**src/rtl/cpu_types_pkg.sv**
```systemverilog
// rtl/cpu_types_pkg.sv - shared types for the pipeline hazard controller
// Contents: hazard_state_t (RUN/MULDIV/HALT controller state), REGBITS_W and
// regbits_t (register-index type).
package cpu_types_pkg;

    typedef enum logic [1:0] {
        ST_RUN    = 2'd0,
        ST_MULDIV = 2'd1,
        ST_HALT   = 2'd2
    } hazard_state_t;

    localparam int REGBITS_W = 5;
    typedef logic [REGBITS_W-1:0] regbits_t;

endpackage

```
**src/rtl/pipeline_hazard_ctrl_if.sv**
```systemverilog
// rtl/pipeline_hazard_ctrl_if.sv - pipeline status in, stall/flush control out
// Ports (signals): ihit, dhit, dmem_busy, dec_valid, dec_rs, dec_rt, dec_muldiv,
// ex_wen, ex_wsel, ex_dren, mem_wen, mem_wsel, redirect, halt (pipeline -> ctrl);
// pc_enable, lat_enable, lat_flush, muldiv_busy, halted (ctrl -> pipeline).
// Modports: master = pipeline side, slave = hazard controller.
interface pipeline_hazard_ctrl_if #(
    parameter int NUM_STAGES = 5,
    parameter int REG_W      = 5
);
    logic                  ihit;
    logic                  dhit;
    logic                  dmem_busy;
    logic                  dec_valid;
    logic [REG_W-1:0]      dec_rs;
    logic [REG_W-1:0]      dec_rt;
    logic                  dec_muldiv;
    logic                  ex_wen;
    logic [REG_W-1:0]      ex_wsel;
    logic                  ex_dren;
    logic                  mem_wen;
    logic [REG_W-1:0]      mem_wsel;
    logic                  redirect;
    logic                  halt;
    logic                  pc_enable;
    logic [NUM_STAGES-2:0] lat_enable;
    logic [NUM_STAGES-2:0] lat_flush;
    logic                  muldiv_busy;
    logic                  halted;

    modport master (
        output ihit, dhit, dmem_busy, dec_valid, dec_rs, dec_rt, dec_muldiv,
               ex_wen, ex_wsel, ex_dren, mem_wen, mem_wsel, redirect, halt,
        input  pc_enable, lat_enable, lat_flush, muldiv_busy, halted
    );

    modport slave (
        input  ihit, dhit, dmem_busy, dec_valid, dec_rs, dec_rt, dec_muldiv,
               ex_wen, ex_wsel, ex_dren, mem_wen, mem_wsel, redirect, halt,
        output pc_enable, lat_enable, lat_flush, muldiv_busy, halted
    );
endinterface

```
**src/rtl/muldiv_stall_counter.sv**
```systemverilog
// rtl/muldiv_stall_counter.sv - EX occupancy down-counter for multi-cycle mul/div
// Ports: clk, rst (async, active-high), load (count <= MULDIV_CYCLES-1),
// dec_en (decrement, saturating at 0), zero (count == 0).
module muldiv_stall_counter #(
    parameter int MULDIV_CYCLES = 32
) (
    input  logic clk,
    input  logic rst,
    input  logic load,
    input  logic dec_en,
    output logic zero
);
    localparam int CNT_W = $clog2(MULDIV_CYCLES);
    localparam logic [CNT_W-1:0] LOAD_VAL = CNT_W'(MULDIV_CYCLES - 1);

    logic [CNT_W-1:0] count;

    always_ff @(posedge clk or posedge rst) begin
        if (rst) begin
            count <= '0;
        end else if (load) begin
            count <= LOAD_VAL;
        end else if (dec_en && (count != '0)) begin
            count <= count - 1'b1;
        end
    end

    assign zero = (count == '0);
endmodule

```
**src/rtl/pipeline_hazard_ctrl.sv**
```systemverilog
// rtl/pipeline_hazard_ctrl.sv - parametrised stall/flush controller with mul/div and halt FSM
// Ports: clk, rst (async, active-high), hz (pipeline_hazard_ctrl_if.slave).
// Option macro FORWARDING_EN: when defined only load-use stalls; otherwise any
// RAW against EX or MEM stalls until the producer reaches writeback.
module pipeline_hazard_ctrl
    import cpu_types_pkg::*;
#(
    parameter int NUM_STAGES    = 5,
    parameter int REG_W         = 5,
    parameter int BRANCH_STAGE  = 2,
    parameter int MULDIV_CYCLES = 32
) (
    input  logic clk,
    input  logic rst,
    pipeline_hazard_ctrl_if.slave hz
);
    localparam int NL = NUM_STAGES - 1;

    hazard_state_t state, state_next;

    logic [REG_W-1:0] dec_rs, dec_rt, ex_wsel, mem_wsel;
    logic             raw_ex, raw_mem, data_hazard, freeze;
    logic             pc_en, cnt_load, cnt_dec, cnt_zero;
    logic [NL-1:0]    lat_en, lat_fl;

    assign dec_rs   = hz.dec_rs;
    assign dec_rt   = hz.dec_rt;
    assign ex_wsel  = hz.ex_wsel;
    assign mem_wsel = hz.mem_wsel;

    // Register 0 is hardwired, so a write to it never creates a dependency.
    assign raw_ex  = hz.dec_valid && hz.ex_wen && (ex_wsel != '0) &&
                     ((ex_wsel == dec_rs) || (ex_wsel == dec_rt));
    assign raw_mem = hz.dec_valid && hz.mem_wen && (mem_wsel != '0) &&
                     ((mem_wsel == dec_rs) || (mem_wsel == dec_rt));

`ifdef FORWARDING_EN
    assign data_hazard = raw_ex && hz.ex_dren;
`else
    assign data_hazard = raw_ex || raw_mem;
`endif

    // An outstanding data access stalls the whole pipe in place.
    assign freeze = hz.dmem_busy && !hz.dhit;

    muldiv_stall_counter #(
        .MULDIV_CYCLES (MULDIV_CYCLES)
    ) u_counter (
        .clk    (clk),
        .rst    (rst),
        .load   (cnt_load),
        .dec_en (cnt_dec),
        .zero   (cnt_zero)
    );

    always_ff @(posedge clk or posedge rst) begin
        if (rst) begin
            state <= ST_RUN;
        end else begin
            state <= state_next;
        end
    end

    always_comb begin
        state_next = state;
        pc_en      = 1'b0;
        lat_en     = '0;
        lat_fl     = '0;
        cnt_load   = 1'b0;
        cnt_dec    = 1'b0;

        if (!rst && (state != ST_HALT) && !freeze) begin
            case (state)
                ST_RUN: begin
                    if (hz.redirect && hz.ihit) begin
                        // Squash everything younger than the resolving stage,
                        // including a mul/div still sitting in decode.
                        pc_en  = 1'b1;
                        lat_en = '1;
                        for (int k = 0; k < NL; k++) begin
                            lat_fl[k] = (k < BRANCH_STAGE);
                        end
                    end else if (data_hazard) begin
                        // Hold PC and IF/ID, send a bubble into EX.
                        for (int k = 0; k < NL; k++) begin
                            lat_en[k] = (k != 0);
                            lat_fl[k] = (k == 1);
                        end
                    end else if (!hz.ihit) begin
                        lat_en    = '1;
                        lat_fl[0] = 1'b1;
                    end else begin
                        pc_en  = 1'b1;
                        lat_en = '1;
                        if (hz.dec_valid && hz.dec_muldiv) begin
                            cnt_load   = 1'b1;
                            state_next = ST_MULDIV;
                        end
                    end
                end
                ST_MULDIV: begin
                    // EX is occupied: hold everything up to ID/EX, drain the
                    // rest of the pipe with bubbles behind the mul/div.
                    for (int k = 0; k < NL; k++) begin
                        lat_en[k] = (k >= 2);
                        lat_fl[k] = (k == 2);
                    end
                    cnt_dec = 1'b1;
                    if (cnt_zero) begin
                        state_next = ST_RUN;
                    end
                end
                default: begin
                end
            endcase
        end

        // Halt is taken even while frozen; only reset leaves HALT.
        if (hz.halt) begin
            state_next = ST_HALT;
        end
    end

    assign hz.pc_enable   = pc_en;
    assign hz.lat_enable  = lat_en;
    assign hz.lat_flush   = lat_fl;
    assign hz.muldiv_busy = (state == ST_MULDIV);
    assign hz.halted      = (state == ST_HALT);
endmodule
```
**src/flat_wrapper.sv**
```systemverilog
// flat-port wrapper written by rule: the top's interface ports become plain ports
module pipeline_hazard_ctrl_flat import cpu_types_pkg::*;
#(
    parameter int NUM_STAGES    = 5,
    parameter int REG_W         = 5,
    parameter int BRANCH_STAGE  = 2,
    parameter int MULDIV_CYCLES = 32
)
  (clk, rst, hz_ihit, hz_dhit, hz_dmem_busy, hz_dec_valid, hz_dec_rs, hz_dec_rt, hz_dec_muldiv, hz_ex_wen, hz_ex_wsel, hz_ex_dren, hz_mem_wen, hz_mem_wsel, hz_redirect, hz_halt, hz_pc_enable, hz_lat_enable, hz_lat_flush, hz_muldiv_busy, hz_halted);
  pipeline_hazard_ctrl_if #(.NUM_STAGES(NUM_STAGES), .REG_W(REG_W)) hz_i ();
  input  logic clk;
  input  logic rst;
  input wire logic [$bits(hz_i.ihit)-1:0] hz_ihit;
  input wire logic [$bits(hz_i.dhit)-1:0] hz_dhit;
  input wire logic [$bits(hz_i.dmem_busy)-1:0] hz_dmem_busy;
  input wire logic [$bits(hz_i.dec_valid)-1:0] hz_dec_valid;
  input wire logic [$bits(hz_i.dec_rs)-1:0] hz_dec_rs;
  input wire logic [$bits(hz_i.dec_rt)-1:0] hz_dec_rt;
  input wire logic [$bits(hz_i.dec_muldiv)-1:0] hz_dec_muldiv;
  input wire logic [$bits(hz_i.ex_wen)-1:0] hz_ex_wen;
  input wire logic [$bits(hz_i.ex_wsel)-1:0] hz_ex_wsel;
  input wire logic [$bits(hz_i.ex_dren)-1:0] hz_ex_dren;
  input wire logic [$bits(hz_i.mem_wen)-1:0] hz_mem_wen;
  input wire logic [$bits(hz_i.mem_wsel)-1:0] hz_mem_wsel;
  input wire logic [$bits(hz_i.redirect)-1:0] hz_redirect;
  input wire logic [$bits(hz_i.halt)-1:0] hz_halt;
  output wire logic [$bits(hz_i.pc_enable)-1:0] hz_pc_enable;
  output wire logic [$bits(hz_i.lat_enable)-1:0] hz_lat_enable;
  output wire logic [$bits(hz_i.lat_flush)-1:0] hz_lat_flush;
  output wire logic [$bits(hz_i.muldiv_busy)-1:0] hz_muldiv_busy;
  output wire logic [$bits(hz_i.halted)-1:0] hz_halted;
  assign hz_i.ihit = hz_ihit;
  assign hz_i.dhit = hz_dhit;
  assign hz_i.dmem_busy = hz_dmem_busy;
  assign hz_i.dec_valid = hz_dec_valid;
  assign hz_i.dec_rs = hz_dec_rs;
  assign hz_i.dec_rt = hz_dec_rt;
  assign hz_i.dec_muldiv = hz_dec_muldiv;
  assign hz_i.ex_wen = hz_ex_wen;
  assign hz_i.ex_wsel = hz_ex_wsel;
  assign hz_i.ex_dren = hz_ex_dren;
  assign hz_i.mem_wen = hz_mem_wen;
  assign hz_i.mem_wsel = hz_mem_wsel;
  assign hz_i.redirect = hz_redirect;
  assign hz_i.halt = hz_halt;
  assign hz_pc_enable = hz_i.pc_enable;
  assign hz_lat_enable = hz_i.lat_enable;
  assign hz_lat_flush = hz_i.lat_flush;
  assign hz_muldiv_busy = hz_i.muldiv_busy;
  assign hz_halted = hz_i.halted;
  pipeline_hazard_ctrl #(.NUM_STAGES(NUM_STAGES), .REG_W(REG_W), .BRANCH_STAGE(BRANCH_STAGE), .MULDIV_CYCLES(MULDIV_CYCLES)) u_core (.clk(clk), .rst(rst), .hz(hz_i));
endmodule
```
**config.mk**
```make
export PLATFORM = sky130hd
export DESIGN_NAME = pipeline_hazard_ctrl_flat
export DESIGN_NICKNAME = d
export VERILOG_FILES = /design/src/rtl/cpu_types_pkg.sv /design/src/rtl/pipeline_hazard_ctrl_if.sv /design/src/rtl/muldiv_stall_counter.sv /design/src/rtl/pipeline_hazard_ctrl.sv /design/src/flat_wrapper.sv
export SDC_FILE = /design/constraint.sdc
export NUM_CORES = 1
export LEC_CHECK = 0
export CORE_MARGIN = 3
export CORE_UTILIZATION = 37
export DETAILED_ROUTE_END_ITERATION = 16
export GPL_TIMING_DRIVEN = 0
export PLACE_DENSITY = 0.79
export SLEW_MARGIN = 20
export SYNTH_ARGS = -nofsm -noshare
export SYNTH_HDL_FRONTEND = slang
export SYNTH_SLANG_ARGS = --single-unit
export TNS_END_PERCENT = 5
```
**constraint.sdc**
```tcl
create_clock -name clk -period 1.9 [get_ports clk]
set_input_delay 0.38 -clock clk [delete_from_list [all_inputs] [get_ports clk]]
set_output_delay 0.38 -clock clk [all_outputs]
set_load 0.005 [all_outputs]
```
==> metrics.md, run 1 <==
| Metric | Value |
|---|---|
| Main synth FF type | dfrtp_1 |
| Aggregate global-route resource usage | ~18% |
| RSZ-0062 raised after global routing | true |
| Final period util | 120% |
| Seq cells post-synth | 7 |
| Fin Clk Skew | between 5 and 6 ps |
| CP Max Fanout | 4 |
| Power Density | roughly 350 mW/mm² |
| Seq pwr share | 34.6% |
| Maximum clock frequency | 440 MHz |
| CTS Sinks | 7 |
| Mapped Nets | between 100 and 150 |
| Starting Density | around two fifths |
| Nets | 172 |
| Synthesized area | around 740 µm² |
| Worst-case clock buffer depth | 2 |
| Endpoint class of the critical path | output pin |
| I/O Pins | between 40 and 50 |
| TritonCTS clock tree | yes |
| WL per Instance | between 10 and 15 µm |
| Clock-pin slew on the worst setup and hold paths | approximately 60 ps |
| Synth Instances | 89 |
| Drt total wl | about 2100 µm |
| Detailed-route via count | 823 |
| CP startpoint kind | input port |
| Input/output buffers | 40 |
| Yosys cell types | 30 |
| Hold Fails Final Rpt | 0 |
| Half-perimeter wire length after placement | around 1700 µm |
| Clock Latency Late Sink | between 200 and 300 ps |
| Max Cap Viol | 0 |
| Clock Power Share | 31.3% |
| Most common cell after layout, fill and taps aside | xor2_1 |
| Core box area | roughly 0.0018 mm² |
| CTS root buf | clkbuf_4 |
| First-pass GRT wire length | about 3500 µm |
| Num CTS Buffers | 3 |
| Synth-to-Final Area Change | 72.1% |
| Initial antenna violation count | 0 |
| Largest net degree at the start of global routing | 8 |
| 1st-pass router iterations | 4 |
| Failing checks | negative setup slack |
| Die Area | around 0.0026 mm² |
| Run status | finished with violations |
| Final Power | about 450 µW |
| Tmin final | around 2300 ps |
| Net load switching power | between 100 and 150 µW |
| Share of layout cells above drive strength 1 | a little under a third |
| Hold buffers post-CTS | 0 |
| Syn_area_per_cell | about 8.3 µm² |
| Number of global-route vias before repair | between 800 and 900 |
| GR Overflow Total | 0 |
| Post-route DRC | 0 |
| Max rail drop VDD | roughly 0.28 mV |
| Max Slew Vio Count | 0 |
| Most frequent cells in the layout | xor2_1 (19), clkdlybuf4s50_1 (13), dlygate4sd2_1 (13) |
| EDFF count, synth | 0 |
| Iter 0 DRT Violations | 8 |
| Hold crit path type | in -> async |
| Int Pwr | approximately 310 µW |
| Logic pwr share | between 30% and 40% |
| Post-synthesis sequential area ratio | approximately a quarter |
| Leakage | ~0.00058 µW |
| Vias per cell | approximately 5.1 |
| Setup CP Type | in -> out |
| Die width | 50.7 µm |
| Crit path required time | roughly 1500 ps |
| Routed Antenna Nets | 0 |
| Layout filler cell count | between 150 and 200 |
| Total number of yosys warnings | 0 |
| # diodes | 0 |
| H-tree Lvls | 1 |
| RePlAce Congestion | slightly below 0.8 |
| Dpl ws | -1110 ps |
| Row count | 15 |
| Sw Ratio | roughly 30% |
| # setup viols final | 4 |
| Setup ws final | -374 ps |
| Ys async rst share | 100% |
| Arrival time worst endpoint | roughly 1900 ps |
| Die span in y | just over 50 µm |
==> kinds of logic after synthesis <==
| logic type | Yosys count | share of synthesized area [%] |
|---|---|---|
| AOI/OAI and AO/OA | 15 | 15.2 |
| xor gates and xnor gates | 24 | 28.4 |
| adders and majority gates | 2 | 3.38 |
| buffers and inverters | 8 | 5.07 |
| DFF | 7 | 23.6 |
| other | 1 | 0.506 |
| and+or+nand+nor | 32 | 23.8 |
==> timing repair <==
| item | 4_1_cts | 5_1_grt |
|---|---|---|
| pin swaps | 16 | 3 |
| endpoints found under the setup margin | 11 | 7 |
| resized for setup | 77 | 8 |
| buffers inserted | 4 | 0 |
==> path summary, 6_finish.rpt <==
path	from	slack, ps	cells after the start	end
max reg2reg	u_core.u_counter.count[0]	50	7	u_core.u_counter.count[3]
min reg2reg	u_core.state[1]	540	1	u_core.state[1]
max in group asynchronous	rst	1470	2	u_core.u_counter.count[3]
max	hz_ex_wsel[4]	-370	7	hz_lat_flush[0]
min in group clk	u_core.state[1]	540	1	u_core.state[1]
min	rst	210	2	u_core.u_counter.count[1]
==> layer usage <==
layer | vias to the layer above | GRT usage, % | part of all wire [%]
met1 | 376 | 18.3 | 38
met4 | 0 | 6.28 | 2.9
met3 | 6 | 4.15 | 6.3
li1 | 398 | - | -
met5 | - | 0 | 0
met2 | 43 | 33.7 | 53
==> state kept, by name, indices dropped and copies added (netlist names) <==
name / cells
u_core.state: 2
u_core.u_counter.count: 5
==> through the flow <==
step	hold WS, ps	TNS, ps	std cells	util (%)	instance area, µm²
2_1_floorplan	183	0	89	-	746
3_3_place_gp	498	-6390	154	65.3	1180
3_5_place_dp	506	-6780	154	65.3	1180
4_1_cts	216	-1610	162	69.3	1250
5_1_grt	233	-1790	162	70.8	1270
6_report	210	-1390	162	70.8	1270
==> synthesized netlist by cell type, drive strengths merged, types with 2 or more instances <==
| master | count | area (µm²) |
|---|---|---|
| a21oi | 2 | 10.0 |
| dfrtp | 7 | 175 |
| nor3 | 4 | 20.0 |
| nor2b | 2 | 12.5 |
| nor4 | 2 | 12.5 |
| o21ai | 4 | 20.0 |
| o211ai | 2 | 15.0 |
| or4 | 2 | 15.0 |
| xnor2 | 4 | 35.0 |
| inv | 6 | 22.5 |
| nor2 | 6 | 22.5 |
| a22oi | 2 | 15.0 |
| buf | 2 | 15.0 |
| nand2 | 5 | 18.8 |
| nand2b | 3 | 18.8 |
| and2 | 2 | 12.5 |
| xor2 | 20 | 175 |
| ha | 2 | 25.0 |
==> worst max-delay path: stages <==
cell and delay [ps]:
clkbuf_2 110, or4_4 520, o211ai_1 310, o22ai_4 140, buf_6 130, o31ai_2 150
buf_2 140
==> area by class of cell <==
cell class	count	area [µm²]	share of cell area [%]
Tap cell	25	31.3	2.45
Buffer	2	15.0	1.18
Sequential cell	7	175	13.7
Timing Repair Buffer	44	382	29.9
Inverter	6	22.5	1.77
Multi-Input combinational cell	74	623	48.9
Clock buffer	4	26.3	2.06
==> power by group through the flow <==
stage                     Sequential (µW)  Combinational [µW]  Clock, µW
after floorplan                       157                53.0          0
after global placement                157                 140          0
after detailed placement              157                 144          0
after CTS                             154                 152        143
after global routing                  156                 167        148
final                                 155                 153        141
No activity file was read; power rests on OpenSTA's default activity.
==> run 2: changes to the inputs <==
Settings changed: TNS_END_PERCENT 5 to 10.
==> results of run 2 <==
Final layout, timing and power as in run 1 (identical DEF).
